$ cat config.mk
export PLATFORM = sky130hd
export DESIGN_NAME = fetch_stage
export DESIGN_NICKNAME = d
export VERILOG_FILES = /design/src/rtl/fetch_stage_pkg.sv /design/src/rtl/fetch_stage_if_id_reg.sv /design/src/rtl/fetch_stage.sv
export SDC_FILE = /design/constraint.sdc
export NUM_CORES = 1
export LEC_CHECK = 0
export CAP_MARGIN = 20
export CORE_MARGIN = 1.5
export CORE_UTILIZATION = 40
export DETAILED_ROUTE_END_ITERATION = 8
export GPL_ROUTABILITY_DRIVEN = 0
export SLEW_MARGIN = 20
export SYNTH_ARGS = -nofsm -noshare
export SYNTH_HDL_FRONTEND = slang
export SYNTH_SLANG_ARGS = --single-unit
$ cat constraint.sdc
create_clock -name clk -period 9.6 [get_ports clk]
set_input_delay 1.44 -clock clk [delete_from_list [all_inputs] [get_ports clk]]
set_output_delay 1.44 -clock clk [all_outputs]
set_load 0.01 [all_outputs]
$ cat src/rtl/fetch_stage_pkg.sv
// Shared definitions for the instruction fetch stage: state encoding, reset
// vector, NOP encoding and the RV32I major opcodes decode already relies on.
package fetch_stage_pkg;

    typedef enum logic [1:0] {
        S_FETCH = 2'd0,
        S_WAIT  = 2'd1,
        S_BUF   = 2'd2
    } fetch_state_t;

    localparam logic [31:0] RESET_PC_DEFAULT = 32'hBFC0_0000;
    localparam logic [31:0] INSTR_NOP        = 32'h0000_0013;

    localparam logic [6:0] OP_LOAD   = 7'h03;
    localparam logic [6:0] OP_IMM    = 7'h13;
    localparam logic [6:0] OP_AUIPC  = 7'h17;
    localparam logic [6:0] OP_STORE  = 7'h23;
    localparam logic [6:0] OP_REG    = 7'h33;
    localparam logic [6:0] OP_LUI    = 7'h37;
    localparam logic [6:0] OP_BRANCH = 7'h63;
    localparam logic [6:0] OP_JALR   = 7'h67;
    localparam logic [6:0] OP_JAL    = 7'h6F;

endpackage

$ cat src/rtl/fetch_stage_if_id_reg.sv
// IF/ID pipeline register: load a fetched word with its PC, drop the valid
// flag when decode advances without a new word, otherwise hold.
module if_id_reg
    import fetch_stage_pkg::*;
#(
    parameter int unsigned            ADDR_WIDTH = 32,
    parameter logic [ADDR_WIDTH-1:0]  RESET_PC   = ADDR_WIDTH'(RESET_PC_DEFAULT)
) (
    input  logic                  clk,
    input  logic                  rst_n,
    input  logic                  i_load,
    input  logic                  i_advance,
    input  logic [31:0]           i_instr,
    input  logic [ADDR_WIDTH-1:0] i_pc,
    output logic                  o_valid,
    output logic [31:0]           o_instr,
    output logic [ADDR_WIDTH-1:0] o_pc,
    output logic [ADDR_WIDTH-1:0] o_pc_plus4
);

    always_ff @(posedge clk or negedge rst_n) begin
        if (!rst_n) begin
            o_valid    <= 1'b0;
            o_instr    <= INSTR_NOP;
            o_pc       <= RESET_PC;
            o_pc_plus4 <= RESET_PC + ADDR_WIDTH'(4);
        end else if (i_load) begin
            o_valid    <= 1'b1;
            o_instr    <= i_instr;
            o_pc       <= i_pc;
            o_pc_plus4 <= i_pc + ADDR_WIDTH'(4);
        end else if (i_advance) begin
            o_valid    <= 1'b0;
        end
    end

endmodule

$ cat src/rtl/fetch_stage.sv
// RV32I instruction fetch: PC, single-outstanding req/gnt/rvalid master,
// one-entry skid buffer and branch redirect with wrong-path squash.
module fetch_stage
    import fetch_stage_pkg::*;
#(
    parameter int unsigned            ADDR_WIDTH = 32,
    parameter logic [ADDR_WIDTH-1:0]  RESET_PC   = ADDR_WIDTH'(RESET_PC_DEFAULT)
) (
    input  logic                  clk,
    input  logic                  rst_n,
    input  logic                  PCsrc,
    input  logic [31:0]           ImmExt,
    input  logic                  stall,
    output logic                  imem_req,
    output logic [ADDR_WIDTH-1:0] imem_addr,
    input  logic                  imem_gnt,
    input  logic                  imem_rvalid,
    input  logic [31:0]           imem_rdata,
    output logic                  id_valid,
    output logic [31:0]           id_instr,
    output logic [ADDR_WIDTH-1:0] id_pc,
    output logic [ADDR_WIDTH-1:0] id_pc_plus4,
    output logic [6:0]            opcode,
    output logic [2:0]            funct3,
    output logic                  funct7
);

    fetch_state_t          r_state;
    logic [ADDR_WIDTH-1:0] r_pc;
    logic [ADDR_WIDTH-1:0] r_req_pc;
    logic                  r_kill;
    logic [31:0]           r_buf_instr;
    logic [ADDR_WIDTH-1:0] r_buf_pc;

    logic                  w_redirect;
    logic [ADDR_WIDTH-1:0] w_target;
    logic                  w_ifid_free;
    logic                  w_load;
    logic [31:0]           w_load_instr;
    logic [ADDR_WIDTH-1:0] w_load_pc;

    assign w_redirect  = PCsrc && id_valid && !stall;
    assign w_target    = id_pc + ImmExt[ADDR_WIDTH-1:0];
    assign w_ifid_free = !id_valid || !stall;

    assign imem_req  = (r_state == S_FETCH);
    assign imem_addr = r_pc;

    // A redirect always suppresses the IF/ID load: the word belongs to the old path.
    always_comb begin
        w_load       = 1'b0;
        w_load_instr = imem_rdata;
        w_load_pc    = r_req_pc;
        case (r_state)
            S_WAIT: w_load = imem_rvalid && !r_kill && !w_redirect && w_ifid_free;
            S_BUF: begin
                w_load       = !stall && !w_redirect;
                w_load_instr = r_buf_instr;
                w_load_pc    = r_buf_pc;
            end
            default: ;
        endcase
    end

    always_ff @(posedge clk or negedge rst_n) begin
        if (!rst_n) begin
            r_state     <= S_FETCH;
            r_pc        <= RESET_PC;
            r_req_pc    <= RESET_PC;
            r_kill      <= 1'b0;
            r_buf_instr <= '0;
            r_buf_pc    <= '0;
        end else begin
            case (r_state)
                S_FETCH: begin
                    if (imem_gnt) begin
                        r_req_pc <= r_pc;
                        r_pc     <= w_redirect ? w_target : r_pc + ADDR_WIDTH'(4);
                        r_kill   <= w_redirect;
                        r_state  <= S_WAIT;
                    end else if (w_redirect) begin
                        r_pc <= w_target;
                    end
                end
                S_WAIT: begin
                    if (w_redirect) begin
                        r_pc <= w_target;
                    end
                    if (imem_rvalid) begin
                        r_kill <= 1'b0;
                        if (r_kill || w_redirect || w_ifid_free) begin
                            r_state <= S_FETCH;
                        end else begin
                            r_buf_instr <= imem_rdata;
                            r_buf_pc    <= r_req_pc;
                            r_state     <= S_BUF;
                        end
                    end else if (w_redirect) begin
                        r_kill <= 1'b1;
                    end
                end
                S_BUF: begin
                    if (w_redirect) begin
                        r_pc    <= w_target;
                        r_state <= S_FETCH;
                    end else if (!stall) begin
                        r_state <= S_FETCH;
                    end
                end
                default: r_state <= S_FETCH;
            endcase
        end
    end

    if_id_reg #(
        .ADDR_WIDTH (ADDR_WIDTH),
        .RESET_PC   (RESET_PC)
    ) u_if_id (
        .clk        (clk),
        .rst_n      (rst_n),
        .i_load     (w_load),
        .i_advance  (!stall),
        .i_instr    (w_load_instr),
        .i_pc       (w_load_pc),
        .o_valid    (id_valid),
        .o_instr    (id_instr),
        .o_pc       (id_pc),
        .o_pc_plus4 (id_pc_plus4)
    );

    assign opcode = id_instr[6:0];
    assign funct3 = id_instr[14:12];
    assign funct7 = id_instr[30];

endmodule

==> impl_metrics.env, run 1 <==
export IMPL_status="finished, final reports clean"
export IMPL_nFillCells=2765
export IMPL_synth_edff_count=0
export IMPL_period_minus_slack_ns=3.84
export IMPL_wl_per_cell_um=18.7
export IMPL_io_buffers=210
export IMPL_root_buffer="clkbuf_16"
export IMPL_synth_top_cell_by_area="dfrtp_1"
export IMPL_synth_area_leaders="dfrtp_1 (38%), mux2_2 (8.9%), dfstp_2 (8.6%), o21ai_0 (4.9%), mux2i_1 (4.8%)"
export IMPL_vias_per_cell=5.38
export IMPL_start_util_pct=40.8
export IMPL_r2r_start="r_state[0]"
export IMPL_yosysTopAreaCellShare_pct=38.3
export IMPL_fin_util_pct=51.8
export IMPL_antenna_found_initial=1
export IMPL_num_antenna_cells=0
export IMPL_row_count=63
export IMPL_htreeDepth=1
export IMPL_worstSetupPathType="input pin to flop"
export IMPL_placed_cell_area_mm2=0.0145
export IMPL_cp_arrival_ns=4.30
export IMPL_die_w_um=177
export IMPL_synth_area_per_cell_um2=10.3
export IMPL_crit_family="compound AO/OA/AOI/OAI gates"
export IMPL_setup_viol=0
export IMPL_clock_latency_ns=0.52
export IMPL_timing_final_crit_share_pct=40.0
export IMPL_tightest_slew_ns=1.03
export IMPL_crit_fanout=5
export IMPL_hp_class="flop to flop"
export IMPL_cts_sinks=226
export IMPL_p_per_area_mw_per_mm2=336
export IMPL_ys_ff_latch=226
export IMPL_setup_slack_ns=5.76
export IMPL_nets=1469
export IMPL_crit_slowest_cell="o41ai_1"
export IMPL_ctsResizeCount=0
export IMPL_leakage_nw=6.42
export IMPL_yosysMostFrequentCell="dfrtp_1"
export IMPL_cp_startpoint="ImmExt[0]"
export IMPL_required_ns=10.06
export IMPL_grt_usage_pct=20.8
export IMPL_drive_gt1_share_pct=15.7
export IMPL_ys_seq_area_share_pct=46.9
export IMPL_cts_tree="built"
export IMPL_syn_area_mm2=0.0122
export IMPL_drcViolationCount=0
export IMPL_slowest_delay_ns=0.48
export IMPL_grt_pass1_vias=9113
export IMPL_path_buf_inv=2
export IMPL_hold_viol=0
export IMPL_clk_pin_slew_ns=0.06
export IMPL_syn_inst=1184
export IMPL_post_cts_buffers=0
export IMPL_finalMaxSlewViolations=0
export IMPL_synth_main_ff_cell="dfrtp_1"
export IMPL_cp_end_kind="flop"
export IMPL_vdd_ir_drop_max_mv=0.173
export IMPL_synth_warnings=0
export IMPL_grt_max_degree=122
export IMPL_hp_start="u_if_id.o_pc_plus4[26]"
export IMPL_setup_tns_ns=0
export IMPL_antenna_left=0
export IMPL_fmax_mhz=260
export IMPL_slew_headroom_pct=31.4
export IMPL_core_area_mm2=0.0298
export IMPL_syn_nets=1292
export IMPL_critPathLaunchType="input pin"
export IMPL_postSynth_asyncResetShare_pct=100
export IMPL_design_area_mm2=0.0154
export IMPL_drt_wl_total_um=33100
export IMPL_syn_to_final_growth_pct=27.0
export IMPL_yosys_top_cells_count="dfrtp_1 (186), nand2_1 (147), o21ai_0 (118)"
export IMPL_via_count=9531
export IMPL_dp_slack_ns=5.10
export IMPL_maxCapViolCount=0
export IMPL_yosys_cell_types_count=73
export IMPL_cts_buffers=26
export IMPL_rsz0062_at_grt="false"
export IMPL_fin_skew_ns=0.0148
export IMPL_die_h_um=177
export IMPL_dieArea_mm2=0.0314
export IMPL_grt_overflow=0
export IMPL_drtIter0Drc=537
export IMPL_ctsHoldBuffers=0
export IMPL_dpl_hpwl_um=23500
export IMPL_grt_pass1_wl_um=51300
export IMPL_crit_chain="clkdlybuf4s50_1 -> ha_1 -> inv_1 -> fa_1 -> nor2b_1 -> o2111ai_1 -> nand2_1 -> and4_1 -> o41ai_4 -> o41ai_1 -> a221oi_1 -> o21ai_1"
export IMPL_firstDrtPassIters=5
export IMPL_io_pins=211
export IMPL_cts_buffer_depth=3
## final cells by class
class	count	area [um2]	area share (%)
clock inverters	9	123	0.794
flip-flops and latches	226	5710	37.0
multi-input cells	866	6060	39.2
repair buffers	220	2190	14.2
inverters	21	78.8	0.511
well taps	390	488	3.16
clock buffers	39	791	5.12
## metrics by stage
step	std cells	hold WS, ns	power, mW
finish	1771	0.474	5.19
global route	1771	0.504	5.54
CTS	1770	0.478	5.23
detailed placement	1722	0.470	4.17
global placement	1722	0.462	4.13
floorplan	1184	0.465	3.14
## state kept, by name, indices dropped and copies added, names as in the netlist
name / count
u_if_id.o_instr: 32
r_buf_pc: 32
u_if_id.o_valid: 1
r_state: 2
u_if_id.o_pc: 30
u_if_id.o_pc_plus4: 32
r_kill: 1
imem_addr: 32
r_req_pc: 32
r_buf_instr: 32
## layer usage
layer / routed length [um] / global-route usage [%]
met5: 13 / 0
met4: 555 / 4.34
met3: 1700 / 3.17
met1: 14600 / 28.0
met2: 16300 / 35.5
## cell usage in the layout (no fill, tap or decap), types with 4 or more instances in the layout
cell type and count:
clkdlybuf4s50_1 209, dfrtp_1 186, nand2_1 147, o21ai_0 118, mux2_2 96, a21oi_1 74, mux2i_1 58, nor2_1 44
dfstp_2 40, ha_1 36, xnor2_1 30, nand3_1 27, clkbuf_16 27, xor2_1 24, inv_1 21, a21o_1 17
nor3_1 16, nand4_1 13, nor2b_1 12, and3_1 12, o22ai_1 10, a31oi_1 10, buf_4 9, nand2b_1 7
nand3b_1 7, o22a_1 7, clkbuf_8 7, a32oi_1 6, nor4_1 6, a221oi_1 6, a32o_1 5, o211ai_1 5
clkinv_2 5, clkbuf_1 5, and2_1 4, o21ai_1 4, o31ai_1 4
## where the power goes
part	total [mW]	switching (mW)	internal (mW)
sequential	1.90	0.448	1.45
combinational	2.25	1.11	1.15
clock	1.04	0.392	0.647
total	5.19	1.95	3.24
## path summary, 6_finish.rpt
kind	to	slack (ns)	cells past startpoint
min in group asynchronous	imem_addr[4]	1.02	1
max in group asynchronous	r_buf_instr[2]	7.25	2
hold / removal	u_if_id.o_pc_plus4[26]	0.47	2
hold reg to reg	u_if_id.o_pc_plus4[26]	0.47	2
setup / recovery	imem_addr[28]	5.76	12
setup reg to reg	u_if_id.o_pc_plus4[26]	5.85	11
## worst min-delay path, stage by stage, from the launching register on
cell	delay [ns]
dfstp_2	0.37
nand2_1	0.05
o21ai_1	0.05
## cell families after synthesis
family | Yosys count | synth area share [%]
compound gates | 298 | 15.2
xor+xnor | 54 | 3.89
fa+ha+maj | 38 | 3.97
buf+inv | 92 | 3.50
flops | 226 | 46.9
mux | 155 | 13.8
simple gates | 321 | 12.7
Note: power is estimated with default switching activity, not from simulation.
==> run 2, diff against run 1 <==
- PLACE_DENSITY: not set -> 0.66
- clock period: 9.6 -> 3.1 ns (I/O delays scaled with it)
==> run 2 against run 1 <==
Compared with the run above: worst setup slack worse by 5.5 ns; total power rose to 3.2 times the previous value; global-route usage up 0.88 points; first-iteration DRC count up 12%; clock-buffer cell count up 1; combinational power rose to 3.3 times the previous value; via count up 4.7%; register-to-register slack worse by 5.6 ns; non-clock buffer count up 53; sequential share of layout area down 1.1 points; flip-flop and latch count unchanged; highest routed layer is now met4.
==> impl_metrics.env, run 2 (synthesis gave the netlist of run 1 again) <==
export IMPL_via_count=9976
export IMPL_start_util_pct=40.8
export IMPL_grt_usage_pct=21.7
export IMPL_final_cell_count_no_fill=1826
export IMPL_final_common_cell="clkdlybuf4s50_1"
export IMPL_r2r_setup_slack_ns=0.24
export IMPL_finalMaxSlewViolations=0
export IMPL_antenna_left=0
export IMPL_timing_final_crit_share_pct=92.2
export IMPL_clock_latency_ns=0.55
export IMPL_rr_worst_depth=11
export IMPL_grt_pass1_wl_um=53900
export IMPL_p_per_area_mw_per_mm2=1040
export IMPL_drt_wl_total_um=33900
export IMPL_hp_class="flop to flop"
export IMPL_root_buffer="clkbuf_16"
export IMPL_cp_end_kind="flop"
export IMPL_seq_area_mm2=0.00571
export IMPL_p_sw_mw=6.21
export IMPL_crit_fanout=33
export IMPL_leakage_nw=6.72
export IMPL_grt_overflow=0
export IMPL_power_frac_comb_pct=45.2
export IMPL_num_antenna_cells=0
export IMPL_vias_per_cell=5.46
export IMPL_hp_start="u_if_id.o_instr[29]"
export IMPL_status="finished, final reports clean"
export IMPL_multi_input_area_mm2=0.00606
export IMPL_p_seq_share_pct=35.4
export IMPL_cp_arrival_ns=3.34
export IMPL_fin_skew_ns=0.0312
export IMPL_p_total_mw=16.5
export IMPL_cts_tree="built"
export IMPL_slew_headroom_pct=53.0
export IMPL_cts_sinks=226
export IMPL_required_ns=3.58
export IMPL_grt_max_degree=87
export IMPL_swShare_pct=37.6
export IMPL_hold_viol=0
export IMPL_grt_pass1_vias=9840
export IMPL_drcViolationCount=0
export IMPL_p_int_mw=10.3
export IMPL_vdd_ir_drop_max_mv=0.536
export IMPL_worstSetupPathType="flop to flop"
export IMPL_critPathLaunchType="flop"
export IMPL_fin_util_pct=53.5
export IMPL_firstDrtPassIters=5
export IMPL_io_pins=211
export IMPL_setup_viol=0
export IMPL_io_buffers=210
export IMPL_drive_gt1_share_pct=18.8
export IMPL_clk_pin_slew_ns=0.06
export IMPL_clockPowerShare_pct=19.4
export IMPL_placed_cells=1773
export IMPL_die_w_um=177
export IMPL_syn_to_final_growth_pct=31.1
export IMPL_nFillCells=2658
export IMPL_htreeDepth=1
export IMPL_core_area_mm2=0.0298
export IMPL_rsz0062_at_grt="false"
export IMPL_dpl_hpwl_um=24700
export IMPL_wl_per_cell_um=18.6
export IMPL_hold_depth=2
export IMPL_dp_slack_ns=-0.129
export IMPL_antenna_found_initial=0
export IMPL_cp_startpoint="r_state[0]"
export IMPL_setup_slack_ns=0.242
export IMPL_maxCapViolCount=0
export IMPL_nets=1523
export IMPL_tightest_slew_ns=0.705
export IMPL_row_count=63
export IMPL_r2r_start="r_state[0]"
export IMPL_most_common_layout_cells="clkdlybuf4s50_1 (209), dfrtp_1 (186), nand2_1 (147)"
export IMPL_die_h_um=177
export IMPL_cts_buffers=27
export IMPL_drtIter0Drc=600
export IMPL_dieArea_mm2=0.0314
export IMPL_cts_buffer_depth=3
export IMPL_timing_hold_ws_ns=0.478
export IMPL_fmax_mhz=350
export IMPL_period_minus_slack_ns=2.86
## run 2: cell count changes in the layout (fill, tap and decap cells not counted)
cell / before / now
buf_4: 9 / 54
buf_12: 1 / 8
bufinv_16: 3 / 2
clkbuf_1: 5 / 6
clkinv_2: 5 / 6
clkinv_4: 0 / 1
clkinvlp_4: 1 / 0
dlygate4sd3_1: 0 / 1
inv_16: 0 / 1
nor3_2: 3 / 2
nor3_4: 0 / 1
## run 2: final cells by class
| cell class | instances | share of cell area, % |
|---|---|---|
| Clock buffer | 40 | 4.99 |
| Clock inverter | 10 | 0.746 |
| Inverter | 21 | 0.495 |
| Multi-Input combinational cell | 866 | 38.1 |
| Sequential cell | 226 | 35.8 |
| Tap cell | 390 | 3.06 |
| Timing Repair Buffer | 273 | 16.8 |
## run 2: stage by stage
| stage | TNS [ns] | cell area (um2) |
|---|---|---|
| 5_1_grt | 0 | 15900 |
| 6_report | 0 | 15900 |
| 3_5_place_dp | -0.652 | 15000 |
| 4_1_cts | 0 | 15900 |
| 2_1_floorplan | 0 | 12200 |
| 3_3_place_gp | -0.341 | 15000 |
## run 2: power by group through the flow
stage / clock network [mW] / registers [mW] / logic [mW]
after floorplan: 0 / 5.74 / 3.98
after global placement: 0 / 5.82 / 7.33
after detailed placement: 0 / 5.88 / 7.45
after CTS: 3.27 / 5.85 / 7.50
after global routing: 3.40 / 6.03 / 8.19
final: 3.20 / 5.84 / 7.46
## run 2: worst paths after layout
check / end
hold / removal: u_if_id.o_instr[29]
setup / recovery: u_if_id.o_pc_plus4[26]
min in group asynchronous: imem_addr[16]
hold reg to reg: u_if_id.o_instr[29]
max in group asynchronous: u_if_id.o_pc_plus4[2]
setup reg to reg: u_if_id.o_pc_plus4[26]
## run 2: metal layers
| layer | up-vias | track usage [%] | routed length, um |
|---|---|---|---|
| li1 | 4734 | - | - |
| met1 | 4880 | 29.4 | 14700 |
| met2 | 309 | 36.1 | 16600 |
| met3 | 53 | 3.28 | 1810 |
| met4 | 0 | 5.88 | 840 |
| met5 | - | 0 | 0 |
## run 2: repair_timing
action	CTS	global route
endpoints found under the setup margin	0	4
hold buffers	1	0
setup buffers	0	2
gates resized for setup	0	1
hold endpoints to repair	75	0
## run 2: worst max-delay path: stages (launching register included)
cell      delay, ns
dfrtp_1        0.41
inv_1          0.13
ha_4           0.29
buf_12         0.25
mux2i_1        0.16
a21oi_1        0.30
nand4_1        0.24
nor3_1         0.28
and2_2         0.27
and4bb_1       0.23
xor2_1         0.17
o21ai_1        0.08
==> run 3, diff against run 2 <==
- ABC_AREA: not set -> 1
- PLACE_DENSITY: 0.66 -> not set
==> run 3 against run 2 <==
Compared with the run above: cell area is 4.6% higher; flip-flop and latch count unchanged; largest cell class unchanged; clock skew is 0.0099 ns lower; critical endpoint unchanged; highest routed layer unchanged; largest power group unchanged; total power is 5.8% higher.
==> impl_metrics.env, run 3 <==
export IMPL_fmax_mhz=362
export IMPL_crit_family="buffers and inverters"
export IMPL_post_cts_buffers=0
export IMPL_busiest_layer="met2"
export IMPL_ctsHoldBuffers=1
export IMPL_grt_usage_pct=24.3
export IMPL_crit_slowest_cell="ha_2"
export IMPL_globalRouteMet2Util_pct=37.6
export IMPL_final_cell_count_no_fill=2428
export IMPL_power_frac_comb_pct=48.7
export IMPL_cp_end_kind="flop"
export IMPL_path_buf_inv=4
export IMPL_clockPowerShare_pct=18.3
export IMPL_swShare_pct=42.5
export IMPL_grt_pass1_wl_um=64500
export IMPL_vias_per_cell=5.17
export IMPL_dieArea_mm2=0.0342
export IMPL_core_area_mm2=0.0325
export IMPL_root_buffer="clkbuf_16"
export IMPL_p_total_mw=17.5
export IMPL_setup_viol=0
export IMPL_most_common_layout_cells="nand2_1 (554), clkdlybuf4s50_1 (209), inv_1 (188)"
export IMPL_cp_startpoint="r_state[0]"
export IMPL_p_seq_share_pct=33.1
export IMPL_slowest_delay_ns=0.55
export IMPL_crit_end="u_if_id.o_pc_plus4[26]"
export IMPL_cts_buffers=25
export IMPL_rr_worst_depth=13
export IMPL_cts_sinks=226
export IMPL_synth_area_leaders="dfrtp_1 (35%), nand2_1 (16%), dfstp_2 (7.9%), inv_1 (5.3%), o21ai_0 (5.3%)"
export IMPL_hold_viol=0
export IMPL_r2r_start="r_state[0]"
export IMPL_io_pins=211
export IMPL_status="finished, final reports clean"
export IMPL_crit_top_cell="nand2_1"
export IMPL_ctsResizeCount=0
export IMPL_synth_top_cell_by_area="dfrtp_1"
export IMPL_critPathLaunchType="flop"
export IMPL_setup_tns_ns=0
export IMPL_grt_overflow=0
export IMPL_r2r_end="u_if_id.o_pc_plus4[26]"
export IMPL_grt_pass1_vias=11553
export IMPL_synth_area_per_cell_um2=7.44
export IMPL_required_ns=3.57
export IMPL_clock_latency_ns=0.55
export IMPL_cts_tree="built"
export IMPL_clk_pin_slew_ns=0.06
export IMPL_grt_max_degree=89
export IMPL_antenna_left=0
export IMPL_leakage_nw=7.86
export IMPL_nets=2075
export IMPL_start_util_pct=40.7
export IMPL_syn_area_mm2=0.0132
export IMPL_use_met1_pct=35.8
export IMPL_die_w_um=185
export IMPL_r2r_setup_slack_ns=0.34
export IMPL_cp_arrival_ns=3.24
export IMPL_yosysTopAreaCellShare_pct=35.2
export IMPL_drive_gt1_share_pct=10.0
export IMPL_worstSetupPathType="flop to flop"
export IMPL_drt_wl_total_um=42000
export IMPL_slew_headroom_pct=28.3
export IMPL_hp_class="flop to flop"
export IMPL_ys_ff_latch=226
export IMPL_final_common_cell="nand2_1"
export IMPL_tightest_slew_ns=1.06
export IMPL_crit_fanout=30
export IMPL_vdd_ir_drop_max_mv=0.545
export IMPL_via_count=12550
export IMPL_dpl_hpwl_um=31900
export IMPL_timing_final_crit_share_pct=89.2
export IMPL_placed_cells=2381
export IMPL_antenna_found_initial=0
export IMPL_drcViolationCount=0
export IMPL_row_count=66
export IMPL_p_sw_mw=7.43
export IMPL_period_minus_slack_ns=2.76
export IMPL_use_met3_pct=3.32
export IMPL_maxCapViolCount=0
export IMPL_htreeDepth=1
export IMPL_crit_chain="inv_1 -> ha_2 -> inv_2 -> buf_4 -> o21ai_2 -> inv_1 -> nor2_1 -> nand2_1 -> nor2_1 -> nand3_1 -> xor2_1 -> nand2_1 -> nand2_1"
export IMPL_die_h_um=185
export IMPL_ys_seq_area_share_pct=43.1
export IMPL_yosys_cell_types_count=45
export IMPL_firstDrtPassIters=5
export IMPL_cts_buffer_depth=3
export IMPL_p_per_area_mw_per_mm2=1050
export IMPL_yosysMostFrequentCell="nand2_1"
export IMPL_wl_per_cell_um=17.3
export IMPL_syn_nets=1886
export IMPL_num_antenna_cells=0
export IMPL_yosys_top_cells_count="nand2_1 (555), inv_1 (188), dfrtp_1 (186)"
export IMPL_io_buffers=210
export IMPL_synth_warnings=0
export IMPL_p_int_mw=10.0
export IMPL_rsz0062_at_grt="false"
export IMPL_finalMaxSlewViolations=0
export IMPL_synth_main_ff_cell="dfrtp_1"
export IMPL_fin_skew_ns=0.0213
export IMPL_path_depth=13
export IMPL_drtIter0Drc=1179
export IMPL_syn_inst=1778
export IMPL_synth_edff_count=0
export IMPL_syn_to_final_growth_pct=26.0
export IMPL_postSynth_asyncResetShare_pct=100
[run 3: how the worst min path moves through the flow]
stage | start | endpoint | slack, ns | cells past startpoint
2_1_floorplan | rst_n | imem_addr[0] | 0.17 | 0
3_3_place_gp | u_if_id.o_pc_plus4[27] | u_if_id.o_pc_plus4[27] | 0.46 | 2
3_5_place_dp | u_if_id.o_pc_plus4[31] | u_if_id.o_pc_plus4[31] | 0.46 | 2
4_1_cts | u_if_id.o_pc_plus4[29] | u_if_id.o_pc_plus4[29] | 0.48 | 2
5_1_grt | u_if_id.o_pc_plus4[31] | u_if_id.o_pc_plus4[31] | 0.50 | 2
6_report | u_if_id.o_pc_plus4[25] | u_if_id.o_pc_plus4[25] | 0.47 | 2
[run 3: layer usage]
layer  vias to the layer above  wire [um]
li1                       6122          -
met3                        69       3280
met2                       492      18300
met1                      5867      19200
met4                         0       1140
met5                         -          0
[run 3: cell families (layout without fill, tap and decap cells)]
family	after synthesis	in the layout	share of synthesized area [%]
mux	36	36	3.06
simple gates	892	892	27.8
xor+xnor	21	21	1.39
flops	226	226	43.1
fa+ha+maj	38	38	3.65
buf+inv	273	481	8.73
compound gates	292	292	12.2
[run 3: per-stage QoR]
step                      instance area [um2]  utilization (%)  setup slack [ns]  hold WS, ns
after floorplan                         13200                -              1.02        0.169
after global placement                  15800             48.5             0.298        0.459
after detailed placement                15800             48.5             0.251        0.462
after CTS                               16700             51.2             0.336        0.476
after global routing                    16700             51.2            0.0619        0.496
final                                   16700             51.2             0.335        0.471
[run 3: final cells by class]
type,instances,area (um2)
tap,442,553
clock inverter,10,144
multi-input combinational,1279,6390
sequential,226,5710
fill,3183,15900
clock buffer,36,747
inverter,197,741
timing repair buffer,238,2390
[run 3: tightest hold or removal path: stages (launching register included)]
cell	delay, ns
dfstp_2	0.37
nand2_1	0.05
nand2_1	0.05
[run 3: power groups by stage]
stage	clock (mW)	combinational (mW)	sequential [mW]
floorplan	0	4.64	5.75
detailed placement	0	8.41	5.81
CTS	3.24	8.45	5.78
global placement	0	8.33	5.77
finish	3.19	8.50	5.77
global route	3.36	9.41	5.94
